$ cat src/rtl/mem_access_pkg.sv
// Shared definitions for the MEM pipeline stage: access size codes, FSM states
// and the lane-offset width helper.
package mem_access_pkg;

  localparam logic [1:0] SZ_NONE = 2'b00;
  localparam logic [1:0] SZ_B    = 2'b01;
  localparam logic [1:0] SZ_H    = 2'b10;
  localparam logic [1:0] SZ_F    = 2'b11;

  typedef enum logic {
    IDLE = 1'b0,
    WAIT = 1'b1
  } mem_state_e;

  // Number of address bits that select a byte lane within one SRAM word.
  function automatic int lane_bits(input int data_w);
    return $clog2(data_w / 8);
  endfunction

endpackage

$ cat src/rtl/mem_lane_align.sv
// Combinational byte-lane logic: store enable/data steering, load extract with
// sign/zero extension, and the misaligned-access flag.
module mem_lane_align
  import mem_access_pkg::*;
#(
  parameter int DATA_W = 32
) (
  input  logic [lane_bits(DATA_W)-1:0] lane,
  input  logic [1:0]                   size,
  input  logic                         load_unsigned,
  input  logic [DATA_W-1:0]            store_data,
  input  logic [DATA_W-1:0]            rdata,
  output logic [DATA_W/8-1:0]          wen,
  output logic [DATA_W-1:0]            wdata,
  output logic [DATA_W-1:0]            ld_data,
  output logic                         misaligned
);

  localparam int NB = DATA_W / 8;

  logic [DATA_W-1:0] shifted;
  logic [7:0]        ld_byte;
  logic [15:0]       ld_half;
  logic              byte_sign;
  logic              half_sign;

  // Bring the addressed lane down to bit 0 so the extract is lane-independent.
  always_comb begin
    shifted   = rdata >> {lane, 3'b000};
    ld_byte   = shifted[7:0];
    ld_half   = shifted[15:0];
    byte_sign = ld_byte[7] & ~load_unsigned;
    half_sign = ld_half[15] & ~load_unsigned;
  end

  always_comb begin
    wen        = '0;
    wdata      = '0;
    ld_data    = '0;
    misaligned = 1'b0;
    case (size)
      SZ_B: begin
        wen     = NB'(1) << lane;
        wdata   = {NB{store_data[7:0]}};
        ld_data = {{(DATA_W-8){byte_sign}}, ld_byte};
      end
      SZ_H: begin
        wen        = NB'(3) << lane;
        wdata      = {(NB/2){store_data[15:0]}};
        ld_data    = {{(DATA_W-16){half_sign}}, ld_half};
        misaligned = lane[0];
      end
      SZ_F: begin
        wen        = '1;
        wdata      = store_data;
        ld_data    = rdata;
        misaligned = |lane;
      end
      default: begin
        wen        = '0;
        wdata      = '0;
        ld_data    = '0;
        misaligned = 1'b0;
      end
    endcase
  end

endmodule

$ cat src/rtl/mem_access_stage.sv
// Pipeline MEM stage: data SRAM req/ack handshake with multi-cycle latency,
// address-error detection, upstream stall and the MEM/WB register.
module mem_access_stage
  import mem_access_pkg::*;
#(
  parameter int DATA_W = 32,
  parameter int ADDR_W = 32,
  parameter int RA_W   = 5
) (
  input  logic                clk,
  input  logic                reset,
  input  logic                in_valid,
  input  logic                flush,
  input  logic [1:0]          mem_read,
  input  logic [1:0]          mem_write,
  input  logic                load_unsigned,
  input  logic                branch,
  input  logic                zero,
  input  logic                mem_to_reg,
  input  logic                reg_write,
  input  logic [ADDR_W-1:0]   alu_out,
  input  logic [DATA_W-1:0]   store_data,
  input  logic [RA_W-1:0]     rd,
  output logic                data_sram_req,
  output logic                data_sram_wr,
  output logic [ADDR_W-1:0]   data_sram_addr,
  output logic [DATA_W/8-1:0] data_sram_wen,
  output logic [DATA_W-1:0]   data_sram_wdata,
  input  logic                data_sram_ack,
  input  logic [DATA_W-1:0]   data_sram_rdata,
  output logic                stall,
  output logic                br,
  output logic                wb_valid,
  output logic                wb_mem_to_reg,
  output logic                wb_reg_write,
  output logic [ADDR_W-1:0]   wb_alu_out,
  output logic [DATA_W-1:0]   wb_rdata,
  output logic [RA_W-1:0]     wb_rd,
  output logic                exc_adel,
  output logic                exc_ades,
  output logic [ADDR_W-1:0]   bad_vaddr
);

  localparam int OFF = lane_bits(DATA_W);
  localparam int NB  = DATA_W / 8;

  mem_state_e state_q, state_d;
  logic       drop_q, drop_d;

  logic              wb_valid_q, wb_valid_d;
  logic              wb_mem_to_reg_q, wb_mem_to_reg_d;
  logic              wb_reg_write_q, wb_reg_write_d;
  logic [ADDR_W-1:0] wb_alu_out_q, wb_alu_out_d;
  logic [DATA_W-1:0] wb_rdata_q, wb_rdata_d;
  logic [RA_W-1:0]   wb_rd_q, wb_rd_d;
  logic              exc_adel_q, exc_adel_d;
  logic              exc_ades_q, exc_ades_d;
  logic [ADDR_W-1:0] bad_vaddr_q, bad_vaddr_d;

  logic              is_load;
  logic              is_store;
  logic              memop;
  logic              aligned_op;
  logic [1:0]        size;
  logic [OFF-1:0]    lane;
  logic [NB-1:0]     lane_wen;
  logic [DATA_W-1:0] lane_wdata;
  logic [DATA_W-1:0] ld_data;
  logic              misaligned;
  logic              req;
  logic              retire_alu;
  logic              retire_mem;
  logic              retire_exc;

  assign is_load    = (mem_read != SZ_NONE);
  assign is_store   = (mem_write != SZ_NONE);
  assign size       = is_store ? mem_write : mem_read;
  assign lane       = alu_out[OFF-1:0];
  assign memop      = in_valid & (is_load | is_store);
  assign aligned_op = memop & ~misaligned;

  mem_lane_align #(
    .DATA_W(DATA_W)
  ) u_lane_align (
    .lane         (lane),
    .size         (size),
    .load_unsigned(load_unsigned),
    .store_data   (store_data),
    .rdata        (data_sram_rdata),
    .wen          (lane_wen),
    .wdata        (lane_wdata),
    .ld_data      (ld_data),
    .misaligned   (misaligned)
  );

  // A request in flight cannot be cancelled, so a flush seen in WAIT only
  // marks the eventual completion to be discarded.
  always_comb begin
    state_d    = state_q;
    drop_d     = drop_q;
    req        = 1'b0;
    stall      = 1'b0;
    retire_alu = 1'b0;
    retire_mem = 1'b0;
    retire_exc = 1'b0;
    unique case (state_q)
      IDLE: begin
        drop_d = 1'b0;
        if (aligned_op && !flush) begin
          req = 1'b1;
          if (data_sram_ack) begin
            retire_mem = 1'b1;
          end else begin
            stall   = 1'b1;
            state_d = WAIT;
          end
        end else if (in_valid && !flush) begin
          retire_exc = memop;
          retire_alu = ~memop;
        end
      end
      WAIT: begin
        req = 1'b1;
        if (data_sram_ack) begin
          state_d    = IDLE;
          drop_d     = 1'b0;
          retire_mem = ~(drop_q | flush);
        end else begin
          stall  = 1'b1;
          drop_d = drop_q | flush;
        end
      end
      default: begin
        state_d = IDLE;
        drop_d  = 1'b0;
      end
    endcase
  end

  // Anything that does not retire loads a bubble; payload fields may hold.
  always_comb begin
    wb_valid_d      = 1'b0;
    wb_reg_write_d  = 1'b0;
    exc_adel_d      = 1'b0;
    exc_ades_d      = 1'b0;
    wb_mem_to_reg_d = wb_mem_to_reg_q;
    wb_alu_out_d    = wb_alu_out_q;
    wb_rdata_d      = wb_rdata_q;
    wb_rd_d         = wb_rd_q;
    bad_vaddr_d     = bad_vaddr_q;
    if (retire_alu || retire_mem || retire_exc) begin
      wb_valid_d      = 1'b1;
      wb_mem_to_reg_d = mem_to_reg;
      wb_alu_out_d    = alu_out;
      wb_rd_d         = rd;
      wb_reg_write_d  = reg_write & ~retire_exc;
    end
    if (retire_mem && is_load) begin
      wb_rdata_d = ld_data;
    end
    if (retire_exc) begin
      exc_adel_d  = is_load;
      exc_ades_d  = is_store;
      bad_vaddr_d = alu_out;
    end
  end

  always_ff @(posedge clk) begin
    if (reset) begin
      state_q         <= IDLE;
      drop_q          <= 1'b0;
      wb_valid_q      <= 1'b0;
      wb_mem_to_reg_q <= 1'b0;
      wb_reg_write_q  <= 1'b0;
      wb_alu_out_q    <= '0;
      wb_rdata_q      <= '0;
      wb_rd_q         <= '0;
      exc_adel_q      <= 1'b0;
      exc_ades_q      <= 1'b0;
      bad_vaddr_q     <= '0;
    end else begin
      state_q         <= state_d;
      drop_q          <= drop_d;
      wb_valid_q      <= wb_valid_d;
      wb_mem_to_reg_q <= wb_mem_to_reg_d;
      wb_reg_write_q  <= wb_reg_write_d;
      wb_alu_out_q    <= wb_alu_out_d;
      wb_rdata_q      <= wb_rdata_d;
      wb_rd_q         <= wb_rd_d;
      exc_adel_q      <= exc_adel_d;
      exc_ades_q      <= exc_ades_d;
      bad_vaddr_q     <= bad_vaddr_d;
    end
  end

  // SRAM-side outputs are forced quiet whenever no request is being made.
  assign data_sram_req   = req;
  assign data_sram_wr    = req & is_store;
  assign data_sram_addr  = req ? {alu_out[ADDR_W-1:OFF], {OFF{1'b0}}} : '0;
  assign data_sram_wen   = (req && is_store) ? lane_wen : '0;
  assign data_sram_wdata = (req && is_store) ? lane_wdata : '0;

  assign br            = branch & zero & ~reset;
  assign wb_valid      = wb_valid_q;
  assign wb_mem_to_reg = wb_mem_to_reg_q;
  assign wb_reg_write  = wb_reg_write_q;
  assign wb_alu_out    = wb_alu_out_q;
  assign wb_rdata      = wb_rdata_q;
  assign wb_rd         = wb_rd_q;
  assign exc_adel      = exc_adel_q;
  assign exc_ades      = exc_ades_q;
  assign bad_vaddr     = bad_vaddr_q;

endmodule
$ cat config.mk
export PLATFORM = sky130hd
export DESIGN_NAME = mem_access_stage
export DESIGN_NICKNAME = d
export VERILOG_FILES = /design/src/rtl/mem_access_pkg.sv /design/src/rtl/mem_lane_align.sv /design/src/rtl/mem_access_stage.sv
export SDC_FILE = /design/constraint.sdc
export NUM_CORES = 1
export LEC_CHECK = 0
export CORE_ASPECT_RATIO = 0.6
export CORE_MARGIN = 3
export CORE_UTILIZATION = 25
export CTS_CLUSTER_SIZE = 10
export DETAILED_ROUTE_END_ITERATION = 10
export GPL_ROUTABILITY_DRIVEN = 0
export PLACE_DENSITY_LB_ADDON = 0.12
export SYNTH_ARGS = -nofsm -noshare
export SYNTH_HDL_FRONTEND = slang
export SYNTH_SLANG_ARGS = --single-unit
$ cat constraint.sdc
create_clock -name clk -period 3.4 [get_ports clk]
set_clock_uncertainty 0.05 [all_clocks]
set_input_delay 0.68 -clock clk [delete_from_list [all_inputs] [get_ports clk]]
set_output_delay 0.68 -clock clk [all_outputs]
set_load 0.02 [all_outputs]
==> summary.md <==
| Metric | Value |
|---|---|
| Total track usage | `17.4%` |
| Sequential share of the synthesized area | `roughly two fifths` |
| Crit path cell chain | `clkdlybuf4s15_1, nor2b_4, nor2_4, inv_2, ha_4, a221oi_4, o21ai_2, a211o_4, clkbuf_16, nor2_4, buf_6` |
| Initial antenna violation count | `0` |
| Final core occ | `between 40% and 50%` |
| DR vias/cell | `4.60` |
| Crit-path most repeated cell | `nor2_4` |
| Fin worst setup slack | `76.2 ps` |
| CTS Hold Bufs | `0` |
| Grt ovf | `0` |
| FF+latch count, synth | `between 100 and 150` |
| Final wirelength | `22300 um` |
| Worst setup EP type | `output port` |
| Routed Antenna Nets | `0` |
| Syn Inst Count | `about 670` |
| Final Setup Violations | `0` |
| Nets@finish | `~1.1k` |
| Row Count | `42` |
| Final Hold Viols | `0` |
| Number of I/O port buffers | `290` |
| H-tree lvl count | `3` |
| Detailed Route Iter0 Violations | `274` |
| DR WL/cell | `17.6 um` |
| Clk sinks | `between 100 and 150` |
| Io pins | `293` |
| Core Area | `between 20000 and 25000 um2` |
| Max cap viols | `0` |
| Syn avg cell area | `between 8 and 9 um2` |
| Period utilization | `97.8%` |
| Worst min path class | `reg -> reg` |
| Crit-path max FO | `7` |
| CTS tree | `yes` |
| CP delay by family, top | `compound AO/OA/AOI/OAI gates` |
| CP max stage delay | `430 ps` |
| Hpwl dp | `~17000 um` |
| Dpl ws | `-741 ps` |
| Wire length on met3 | `around 1100 um` |
| Post-synthesis adder-cell area fraction | `0.660%` |
| Die width | `around 200 um` |
| Clock Latency Late Sink | `between 300 and 400 ps` |
| Met1 wire length | `11100 um` |
| Remaining DRCs | `0` |
| First-pass GRT wire length | `33500 um` |
| # diodes | `0` |
| Synthesis warning total | `0` |
| Post-synthesis simple-gate area fraction | `21.2%` |
| Post-synth EDFFs | `0` |
| Largest net degree at the start of global routing | `80` |
| Static leakage | `3.77 nW` |
| Slew HR | `about half` |
| Chip height | `123 um` |
| Status | `finished clean` |
| Initial Util | `25.6%` |
| Critical path type | `in -> out` |
| Layout area overhead | `72.0%` |
| DR pass1 iterations | `4` |
| Main synth FF type | `dfxtp_1` |
| WL met2 | `between 9000 and 10000 um` |
| Max Slew Vio Count | `0` |
| Largest family of logic cells by synthesized area | `simple AND/OR/NAND/NOR gates` |
| CTS buffer count | `9` |
| Die area | `approximately 25000 um2` |
| Post-synthesis compound-gate area fraction | `a little under a fifth` |
| Slowest-stage cell, CP | `a211o_4` |
| Max layer used | `met4` |
| Share of layout cells above drive strength 1 | `19.2%` |
| Setup crit start kind | `primary input` |
| Power density over cell area | `342 nW/um2` |
| Setup TNS | `0 ps` |
| Peak Freq | `0.301 GHz` |
| Mux cell area share after synthesis | `14.3%` |
| Yosys cell types | `43` |
| Post-Syn Area | `~5700 um2` |
| Buf/Inv on CP | `4` |
| Period minus WS final | `3320 ps` |
| Vias in the first global route | `5632` |
| CP required | `2670 ps` |
| Root buffer cell | `clkbuf_16` |
| Post-synthesis xor/xnor area fraction | `0%` |
| Clock transition at path regs | `approximately 60 ps` |
| Longest Clk Path Bufs | `2` |
| Vias | `roughly 6k` |
| Post-synth ARST share | `0%` |
| Peak supply drop | `0.216 mV` |
| Worst Max-Slew Pin Slew | `766 ps` |
| Filler Cell Count | `2231` |
| Final cell count without fillers | `about 1.3k` |
| Critical Path AT | `2590 ps` |
| Cell total after placement | `1246` |
-- where the power goes --
| group | switching (W) | total [W] | internal [W] |
|---|---|---|---|
| Clock | 0.000505 | 0.00108 | 0.000576 |
| Sequential | 0.0000245 | 0.00134 | 0.00131 |
| Combinational | 0.000474 | 0.000932 | 0.000458 |
| Total | 0.00100 | 0.00335 | 0.00235 |
-- final timing paths --
| check | startpoint | to | slack (ps) | depth (start not counted) |
|---|---|---|---|---|
| hold reg to reg | wb_rd[1]$_SDFFE_PP0P_ | wb_rd[1]$_SDFFE_PP0P_ | 420 | 2 |
| hold / removal | wb_rd[1]$_SDFFE_PP0P_ | wb_rd[1]$_SDFFE_PP0P_ | 420 | 2 |
| setup / recovery | mem_read[1] | data_sram_wdata[23] | 80 | 11 |
| setup reg to reg | state_q$_SDFF_PP0_ | bad_vaddr[6]$_SDFFE_PP0P_ | 1400 | 6 |
-- synth_stat cells, types with 12 or more instances --
cell	n	area [um2]
dfxtp_1	108	2160
nand2b_1	76	475
mux2i_1	72	721
nor2_1	60	225
a21oi_1	44	220
clkbuf_1	41	154
inv_1	37	139
nor2b_1	35	219
nand2_1	33	124
o32ai_1	29	254
a22oi_1	22	165
o21ai_0	16	80.1
buf_2	12	60.1
-- layout make-up --
cell class / instances / area (um2) / area share [%]
Timing Repair Buffer: 341 / 3410 / 34.9
Multi-Input combinational cell: 460 / 3380 / 34.6
Sequential cell: 108 / 2160 / 22.1
Tap cell: 308 / 385 / 3.94
Clock buffer: 9 / 225 / 2.30
Inverter: 37 / 139 / 1.42
Clock inverter: 7 / 73.8 / 0.755
-- timing repair --
action | 4_1_cts | 5_1_grt
setup buffers | 4 | 1
setup endpoints to repair | 69 | 57
cloned | 2 | 1
pin swaps | 4 | 9
gates resized for setup | 279 | 68
-- through the flow --
step	hold WS (ps)	total power [W]	instance area, um2
6_report	424	0.00335	9780
5_1_grt	451	0.00352	9780
4_1_cts	428	0.00337	9510
3_5_place_dp	416	0.00225	9130
3_3_place_gp	412	0.00225	9130
2_1_floorplan	431	0.00179	5690
-- tightest hold or removal path: stages, from the launching register on --
cell and delay [ps]:
dfxtp_1 310, nand2b_1 60, mux2i_1 60
-- cell families (layout without fill, tap and decap cells) --
logic type | count (synthesis) | after routing
and+or+nand+nor | 229 | 229
AOI/OAI and AO/OA | 147 | 147
DFF | 108 | 108
buffers and inverters | 98 | 394
muxes | 79 | 79
adders and majority gates | 3 | 3
other | 1 | 2
-- layout by cell type (no fill, tap or decap), types with 3 or more instances in the layout --
| master | count |
|---|---|
| clkdlybuf4s50_1 | 216 |
| dfxtp_1 | 108 |
| nand2b_1 | 76 |
| mux2i_1 | 72 |
| buf_4 | 60 |
| nor2_1 | 49 |
| inv_1 | 34 |
| nor2b_1 | 34 |
| nand2_1 | 33 |
| o32ai_1 | 29 |
| a21oi_1 | 28 |
| clkdlybuf4s15_2 | 23 |
| a22oi_1 | 16 |
| o21ai_0 | 14 |
| buf_6 | 14 |
| clkbuf_16 | 10 |
| clkdlybuf4s15_1 | 10 |
| a21oi_4 | 9 |
| o211a_1 | 9 |
| nor2_4 | 8 |
| a21oi_2 | 8 |
| buf_12 | 8 |
| a22oi_2 | 6 |
| a211oi_1 | 6 |
| mux2_2 | 6 |
| nand3_1 | 6 |
| a21boi_0 | 5 |
| or4_1 | 4 |
| nor3_1 | 4 |
| buf_2 | 4 |
| inv_2 | 3 |
| nor2_2 | 3 |
| nor3b_1 | 3 |
-- layer usage --
| metal | global-route usage, % | up-vias |
|---|---|---|
| met5 | 0 | - |
| met4 | 2.76 | 0 |
| met3 | 5.06 | 7 |
| met2 | 26.1 | 155 |
| met1 | 25.1 | 2798 |
| li1 | - | 2885 |
Power figures use the tool's default switching activity.
